--- config.mk ---
export PLATFORM = sky130hd
export DESIGN_NAME = qnigma_tcp_tx_sched
export DESIGN_NICKNAME = d
export VERILOG_FILES = /design/src/rtl/qnigma_tcp_tx_sched.sv
export SDC_FILE = /design/constraint.sdc
export NUM_CORES = 1
export LEC_CHECK = 0
export BUFFER_PORTS_ARGS = -buffer_cell sky130_fd_sc_hd__clkbuf_2
export CORE_UTILIZATION = 45
export DETAILED_ROUTE_END_ITERATION = 12
export GPL_ROUTABILITY_DRIVEN = 0
export PLACE_DENSITY = 0.66
export RECOVER_POWER = 25
export SLEW_MARGIN = 10
export SYNTH_ARGS = -nofsm -noshare
export SYNTH_HDL_FRONTEND = slang
export SYNTH_SLANG_ARGS = --single-unit
--- constraint.sdc ---
create_clock -name clk -period 2.3 [get_ports clk]
set_input_delay 0.23 -clock clk [delete_from_list [all_inputs] [get_ports clk]]
set_output_delay 0.23 -clock clk [all_outputs]
set_load 0.1 [all_outputs]
--- src/rtl/qnigma_tcp_tx_sched.sv ---
// Transmit scheduler: arbitrates TCP send requests onto one TX engine with a start/done handshake.
// Optional age-based promotion is compiled in with `define QNIGMA_TCP_SCHED_AGING_EN.
module qnigma_tcp_tx_sched #(
  parameter int unsigned N_REQ      = 4,
  parameter int unsigned TX_TIMEOUT = 4096,
  parameter int unsigned AGE_MAX    = 8
) (
  input  logic                     clk,
  input  logic                     rst,
  input  logic                     flush,
  input  logic [N_REQ-1:0]         req,
  output logic [N_REQ-1:0]         sent,
  output logic                     tx_start,
  output logic [$clog2(N_REQ)-1:0] tx_sel,
  input  logic                     tx_done,
  output logic                     busy,
  output logic                     tx_err
);

  localparam int unsigned SEL_W = $clog2(N_REQ);
  localparam int unsigned WD_W  = $clog2(TX_TIMEOUT + 1);
  localparam logic [WD_W-1:0] WD_LAST = WD_W'(TX_TIMEOUT - 1);
  localparam logic [WD_W-1:0] WD_SAT  = WD_W'(TX_TIMEOUT);

  typedef enum logic [2:0] {
    S_IDLE,
    S_ARB,
    S_START,
    S_WAIT,
    S_DONE
  } state_t;

  state_t           state;
  state_t           state_nx;
  logic [WD_W-1:0]  wd;
  logic [SEL_W-1:0] winner;
  logic             timeout;

  function automatic logic [SEL_W-1:0] lowest(input logic [N_REQ-1:0] v);
    logic found;
    lowest = '0;
    found  = 1'b0;
    for (int unsigned i = 0; i < N_REQ; i++) begin
      if (v[i] && !found) begin
        lowest = SEL_W'(i);
        found  = 1'b1;
      end
    end
  endfunction

`ifdef QNIGMA_TCP_SCHED_AGING_EN
  localparam int unsigned AGE_W = $clog2(AGE_MAX + 1);
  localparam logic [AGE_W-1:0] AGE_TOP = AGE_W'(AGE_MAX);

  logic [AGE_W-1:0] age [N_REQ];
  logic [N_REQ-1:0] aged;

  always_comb begin
    aged = '0;
    for (int unsigned i = 0; i < N_REQ; i++) begin
      aged[i] = req[i] && (age[i] == AGE_TOP);
    end
  end

  // A starved requester overrides fixed priority; ties among aged ones still go lowest-first.
  assign winner = (aged != '0) ? lowest(aged) : lowest(req);

  always_ff @(posedge clk) begin
    if (rst || flush) begin
      for (int unsigned i = 0; i < N_REQ; i++) begin
        age[i] <= '0;
      end
    end else if (state == S_ARB) begin
      for (int unsigned i = 0; i < N_REQ; i++) begin
        if (SEL_W'(i) == winner) begin
          age[i] <= '0;
        end else if (req[i] && (age[i] != AGE_TOP)) begin
          age[i] <= age[i] + AGE_W'(1);
        end
      end
    end
  end
`else
  assign winner = lowest(req);

  // AGE_MAX only matters when aging is compiled in.
  if (AGE_MAX == 0) begin : g_age_unused
  end
`endif

  assign timeout = (wd == WD_LAST);

  always_comb begin
    state_nx = state;
    case (state)
      S_IDLE:  if (req != '0) state_nx = S_ARB;
      S_ARB:   state_nx = S_START;
      S_START: state_nx = S_WAIT;
      S_WAIT: begin
        if (tx_done) begin
          state_nx = S_DONE;
        end else if (timeout) begin
          state_nx = S_IDLE;
        end
      end
      S_DONE:  state_nx = S_IDLE;
      default: state_nx = S_IDLE;
    endcase
    if (flush) state_nx = S_IDLE;
  end

  always_ff @(posedge clk) begin
    if (rst) begin
      state <= S_IDLE;
    end else begin
      state <= state_nx;
    end
  end

  // Outputs are registered from the next state so they line up with the state they describe.
  // The watchdog starts counting in the tx_start cycle, so the abort lands TX_TIMEOUT cycles later.
  always_ff @(posedge clk) begin
    if (rst) begin
      sent     <= '0;
      tx_start <= 1'b0;
      tx_err   <= 1'b0;
      busy     <= 1'b0;
      tx_sel   <= '0;
      wd       <= '0;
    end else begin
      busy     <= (state_nx != S_IDLE);
      tx_start <= (state_nx == S_START);
      tx_err   <= !flush && (state == S_WAIT) && !tx_done && timeout;
      sent     <= '0;
      if (state_nx == S_DONE) sent[tx_sel] <= 1'b1;
      if ((state == S_ARB) && !flush) tx_sel <= winner;
      if (flush || (state == S_ARB)) begin
        wd <= '0;
      end else if (((state == S_START) || (state == S_WAIT)) && (wd != WD_SAT)) begin
        wd <= wd + WD_W'(1);
      end
    end
  end

endmodule
==> flow_summary.toml, run 1 <==
[cells_and_area]
antennaDiodeCount = 0
fillers = 238
final_common_cell = "dfxtp_1"
nets = 152
final_cell_mix = "dfxtp_1 (25), nor2_1 (14), clkbuf_2 (10), nand2_1 (9), clkbuf_1 (7)"
regArea_um2 = 500.5
final_core_util_pct = 53.72
multi_input_area_um2 = 558.0
final_area_um2 = 1211
area_delta_synth_final_pct = 11.14
drive_gt1_share_pct = 9.929

[timing]
slew_viol_final = 0
tightest_slew_ns = 1.171
timing.setup.tns_ns = 0
rsz0062_at_grt = "no"
fin_crit_ns = 1.867
slew_headroom_pct = 22.29
fin_crit_sh_pct = 81.16
skew_ns = 0.01410
fmax_ghz = 0.5357
hold_violations = 0
finalSetupViolCount = 0

[placement]
dp_hpwl_um = 1493
dpl-instance-area_um2 = 1192
portBuffers = 16

[synth]
seq_area_frac_synth_pct = 45.92
yosys_register_bits = 25
synth_area_leaders = "dfxtp_1 (46%), nor2_1 (4.8%), xnor2_1 (4.0%)"
syn_nets = 134
yosysTopAreaCell = "dfxtp_1"
yosys_warnings = 0
synth.cell_area_um2 = 1090
synth_cells = 124
synth-async-reset-ratio_pct = 0
synth-edff-count = 0
syn_area_per_cell_um2 = 8.789
synth.distinct_cells = 34
synth_top_area_share_pct = 45.92
synth-main-ff-cell = "dfxtp_1"

[global_routing]
grt_pass1_wl_um = 3512
grt_pass1_vias = 853
grt-ovfl-total = 0
grt_max_degree = 15
grt_use_total_pct = 17.82
antenna_found_initial = 0

[routing]
met1_length_um = 921
highest_layer = "met4"
routed-wl-met3_um = 63
drt_pass1_iterations = 4
post_drt_wl_per_cell_um = 11.79
wirelength_um = 1992
drtIter0Drc = 10
postRouteAntennaNets = 0
vias = 929
wl_met2_um = 977
drc = 0
vias_per_cell = 5.497

[critical_path]
critPathLaunchType = "flip-flop"
cp.arrival_ns = 2.10
slowest_delay_ns = 0.63
slowest_stage = "nor4_1"
critPathRequiredTime_ns = 2.53
crit_path_cell_trace = "ha_1 -> nand2_1 -> nor4_1 -> o22ai_1 -> and2_1"
end_kind = "flip-flop"
path_class = "flip-flop to flip-flop"
critPathMaxFanout = 5

[power]
swShare_pct = 24.00
power_density_nw_per_um2 = 563.8
peakVddDrop_uv = 340.4
leakage_nw = 0.4224
internal_power_uw = 519.0
switchingPower_uw = 163.9
seqPwrFrac_pct = 64.8
power_frac_comb_pct = 7.2
p_clk_share_pct = 28.1

[status]
status = "finished, final reports clean"

[clocking]
cts_made_buffers = 3
hold_buffers = 0
cts_root_buffer = "clkbuf_4"
cts_setup_buffers = 0
postCtsResizedCells = 0
clkLatencyLatePin_ns = 0.32
htreeDepth = 1
clkTransAtPathRegs_ns = 0.14
clock-sinks = 25
clk_path_buf_depth = 2
cts_tree = "built"

[floorplan]
num_rows = 17
die_w_um = 51.21
die_h_um = 51.21
ios = 17
fp.coreArea_um2 = 2255
start_util_pct = 48.34
die-area_um2 = 2622

[min_path]
worstHoldPathType = "input pin to flip-flop"

[run]
max_cap_viol_count = 0
-- Yosys cell counts, types with 4 or more instances --
cell,instances
nor3_1,6
nand4_1,5
inv_1,5
nor2_1,14
o21ai_0,5
a21oi_1,5
nand3_1,4
xor2_1,5
nor4_1,4
nand2_1,9
xnor2_1,5
or4_1,4
dfxtp_1,25
-- cell type report --
class	count	area share (%)
Clock buffer	4	2.169
Inverter	5	1.550
Multi-Input combinational cell	91	46.07
Sequential cell	25	41.32
Tap cell	28	2.893
Timing Repair Buffer	16	5.992
-- final timing paths --
path	startpoint	slack (ns)	cells past startpoint	end
max	wd[0]	0.43	5	state[0]
min reg2reg	tx_sel[1]	0.51	2	sent[2]
max reg2reg	wd[0]	0.43	5	state[0]
min	rst	0.13	2	tx_sel[0]
-- metal layers --
layer / vias to the layer above / GRT usage [%]
met4: 0 / 8.108
met1: 432 / 21.73
met2: 20 / 30.70
li1: 473 / -
met5: - / 0
met3: 4 / 2.679
-- logic make-up (layout without fill, tap and decap cells) --
family	count (synthesis)	after routing	synth area share (%)
xor+xnor	10	10	8.036
flops	25	25	45.92
mux	2	2	1.837
fa+ha+maj	2	2	2.296
buf+inv	8	25	2.870
compound gates	15	15	7.692
simple gates	62	62	31.35
-- power groups by stage --
| stage | Sequential [mW] | Combinational, mW | Clock (mW) |
|---|---|---|---|
| global placement | 0.451 | 0.0480 | 0 |
| finish | 0.442 | 0.0490 | 0.192 |
| global route | 0.443 | 0.0541 | 0.214 |
| CTS | 0.442 | 0.0495 | 0.200 |
| floorplan | 0.465 | 0.0205 | 0 |
| detailed placement | 0.451 | 0.0495 | 0 |
-- state kept, by name, indices dropped and copies added (netlist names) --
signal / count
busy: 1
wd: 13
tx_sel: 2
tx_err: 1
state: 3
tx_start: 1
sent: 4
-- critical path: cells and delay by family (launching register included) --
family	cells	cell delay, ns
simple gates	3	0.96
flops	1	0.43
fa+ha+maj	1	0.23
compound gates	1	0.18
-- stage by stage --
step / power, mW / std cells / setup WS (ns) / hold WS [ns]
final: 0.6829 / 169 / 0.4333 / 0.1298
after global routing: 0.7110 / 169 / 0.2011 / 0.1401
after CTS: 0.6911 / 169 / 0.4049 / 0.1198
after detailed placement: 0.5010 / 165 / 0.4101 / 0.4668
after global placement: 0.4994 / 165 / 0.5960 / 0.4584
after floorplan: 0.4857 / 124 / 0.7384 / 0.2991
Note: power is estimated with default switching activity, not from simulation.
==> run 2, diff against run 1 <==
--- a/config.mk
+++ b/config.mk
@@ -9,7 +9,7 @@
 export CORE_UTILIZATION = 45
 export DETAILED_ROUTE_END_ITERATION = 12
 export GPL_ROUTABILITY_DRIVEN = 0
-export PLACE_DENSITY = 0.66
+export PLACE_DENSITY = 0.68
 export RECOVER_POWER = 25
 export SLEW_MARGIN = 10
 export SYNTH_ARGS = -nofsm -noshare
==> constraint.sdc (replaced) <==
create_clock -name clk -period 1.6 [get_ports clk]
set_input_delay 0.16 -clock clk [delete_from_list [all_inputs] [get_ports clk]]
set_output_delay 0.16 -clock clk [all_outputs]
set_load 0.1 [all_outputs]
==> run 2 against run 1 <==
  * Sequential cell count did not move
  * Worst hold slack got worse by 0.091 ns
  * Fmax rose by 21%
  * First-iteration DRC count rose by 110%
  * Sequential share of layout area fell by 4.2 points
  * Cell count rose by 9.5%
  * Combinational power rose by 77%
  * Sequential power rose by 42%
  * Critical path depth fell by 1
  * Via count rose by 9.1%
  * Power rose by 47%
  * Highest routed layer unchanged
==> flow_summary.toml, run 2 (synthesis gave the netlist of run 1 again) <==
[timing]
timing.final.ws_setup_ns = 0.06232
finalSetupViolCount = 0
slew_viol_final = 0
hold_violations = 0
fmax_ghz = 0.6503
fin_crit_ns = 1.538
skew_ns = 0.01646
slew_headroom_pct = 61.84
fin_crit_sh_pct = 96.10
tightest_slew_ns = 0.5644

[placement]
dp_slack_ns = -0.002766
dp_cells = 180
portBuffers = 16
dp_hpwl_um = 1831

[critical_path]
critPathLaunch = "wd[4]"
critPathRequiredTime_ns = 1.81
slowest_stage = "or4_4"
path_class = "flip-flop to flip-flop"
critPathLaunchType = "flip-flop"
critPathMaxFanout = 6
end_kind = "flip-flop"
cp.arrival_ns = 1.75
worstReg2RegStart = "wd[4]"
crit_family = "simple AND/OR/NAND/NOR gates"
cp_num_buf_inv = 0
slowest_delay_ns = 0.60
crit_path_cell_trace = "nand4_1 -> or4_4 -> xor2_1 -> nor2_1"

[routing]
vias_per_cell = 5.481
drtIter0Drc = 21
postRouteAntennaNets = 0
drc = 0
post_drt_wl_per_cell_um = 13.46
wirelength_um = 2491
vias = 1014
drt_pass1_iterations = 4

[cells_and_area]
final_cells = 185
final_common_cell = "dfxtp_1"
nets = 168
final_core_util_pct = 61.15
top_register = "wd"
drive_gt1_share_pct = 29.30
antennaDiodeCount = 0
largest_reg_flops = 13
top_regs = "wd x13, sent x4, state x3"
final_cell_mix = "dfxtp_1 (20), clkbuf_2 (16), buf_4 (15), nor2_1 (14), nand2_1 (9)"
area_delta_synth_final_pct = 26.52

[clocking]
hold_buffers = 0
clkTransAtPathRegs_ns = 0.15
clk_path_buf_depth = 2
cts_root_buffer = "clkbuf_4"
cts_tree = "built"
cts_made_buffers = 3
clkLatencyLatePin_ns = 0.32
htreeDepth = 1
clock-sinks = 25

[status]
status = "finished, final reports clean"

[min_path]
worstHoldPathType = "input pin to flip-flop"
worstHoldStart = "rst"

[power]
p_clk_share_pct = 28.6
switchingPower_uw = 252.9
peakVddDrop_uv = 496.5
seqPwrFrac_pct = 62.7
leakage_nw = 0.5280
power_frac_comb_pct = 8.7
swShare_pct = 25.21
power_mw = 1.003
internal_power_uw = 750.3
power_density_nw_per_um2 = 727.6

[floorplan]
num_rows = 17
fp.coreArea_um2 = 2255
die_h_um = 51.21
start_util_pct = 48.34
die-area_um2 = 2622
die_w_um = 51.21
ios = 17

[global_routing]
antenna_found_initial = 0
grt_pass1_vias = 939
grt_pass1_wl_um = 4077
grt_use_total_pct = 20.73
grt_max_degree = 16
grt-ovfl-total = 0

[run]
max_cap_viol_count = 0
## run 2: path summary, 6_finish.rpt
check              end  slack, ns  cells past startpoint
max             wd[11]       0.06                      4
min          tx_sel[1]       0.04                      2
max reg2reg     wd[11]       0.06                      4
min reg2reg    sent[2]       0.51                      2
## run 2: repair_timing
item,4_1_cts,5_1_grt
endpoints found under the setup margin,2,7
gates resized for setup,1,11
pin swaps,1,2
setup buffers,0,1
gates cloned,0,0
endpoints found under the hold margin,0,0
## run 2: power by group through the flow
stage	combinational (mW)	clock (mW)	sequential (mW)
after global routing	0.0940	0.325	0.631
after CTS	0.0856	0.288	0.633
after floorplan	0.0294	0	0.669
after global placement	0.0832	0	0.646
final	0.0869	0.287	0.629
after detailed placement	0.0854	0	0.646
## run 2: routing by layer
layer	vias up	track usage [%]	share of wire, %
met1	478	26.43	45
met5	-	0	0
met2	24	35.75	52
met3	2	2.976	2.9
li1	510	-	-
met4	0	6.757	0.68
## run 2: cell type report
class,instances,area (µm²)
sequential,25,511.7
tap,28,35.03
fill,221,875.8
timing repair buffer,32,196.4
clock buffer,3,22.52
inverter,5,18.77
multi-input combinational,91,586.8
clock inverter,1,7.507
## run 2: metrics by stage
step           hold WS [ns]  setup TNS, ns  cell area, µm²
2_1_floorplan        0.2291              0            1090
3_3_place_gp         0.3882              0            1305
3_5_place_dp         0.3920      -0.002766            1305
4_1_cts             0.04226              0            1336
5_1_grt             0.05013       -0.05414            1379
6_report            0.03860              0            1379
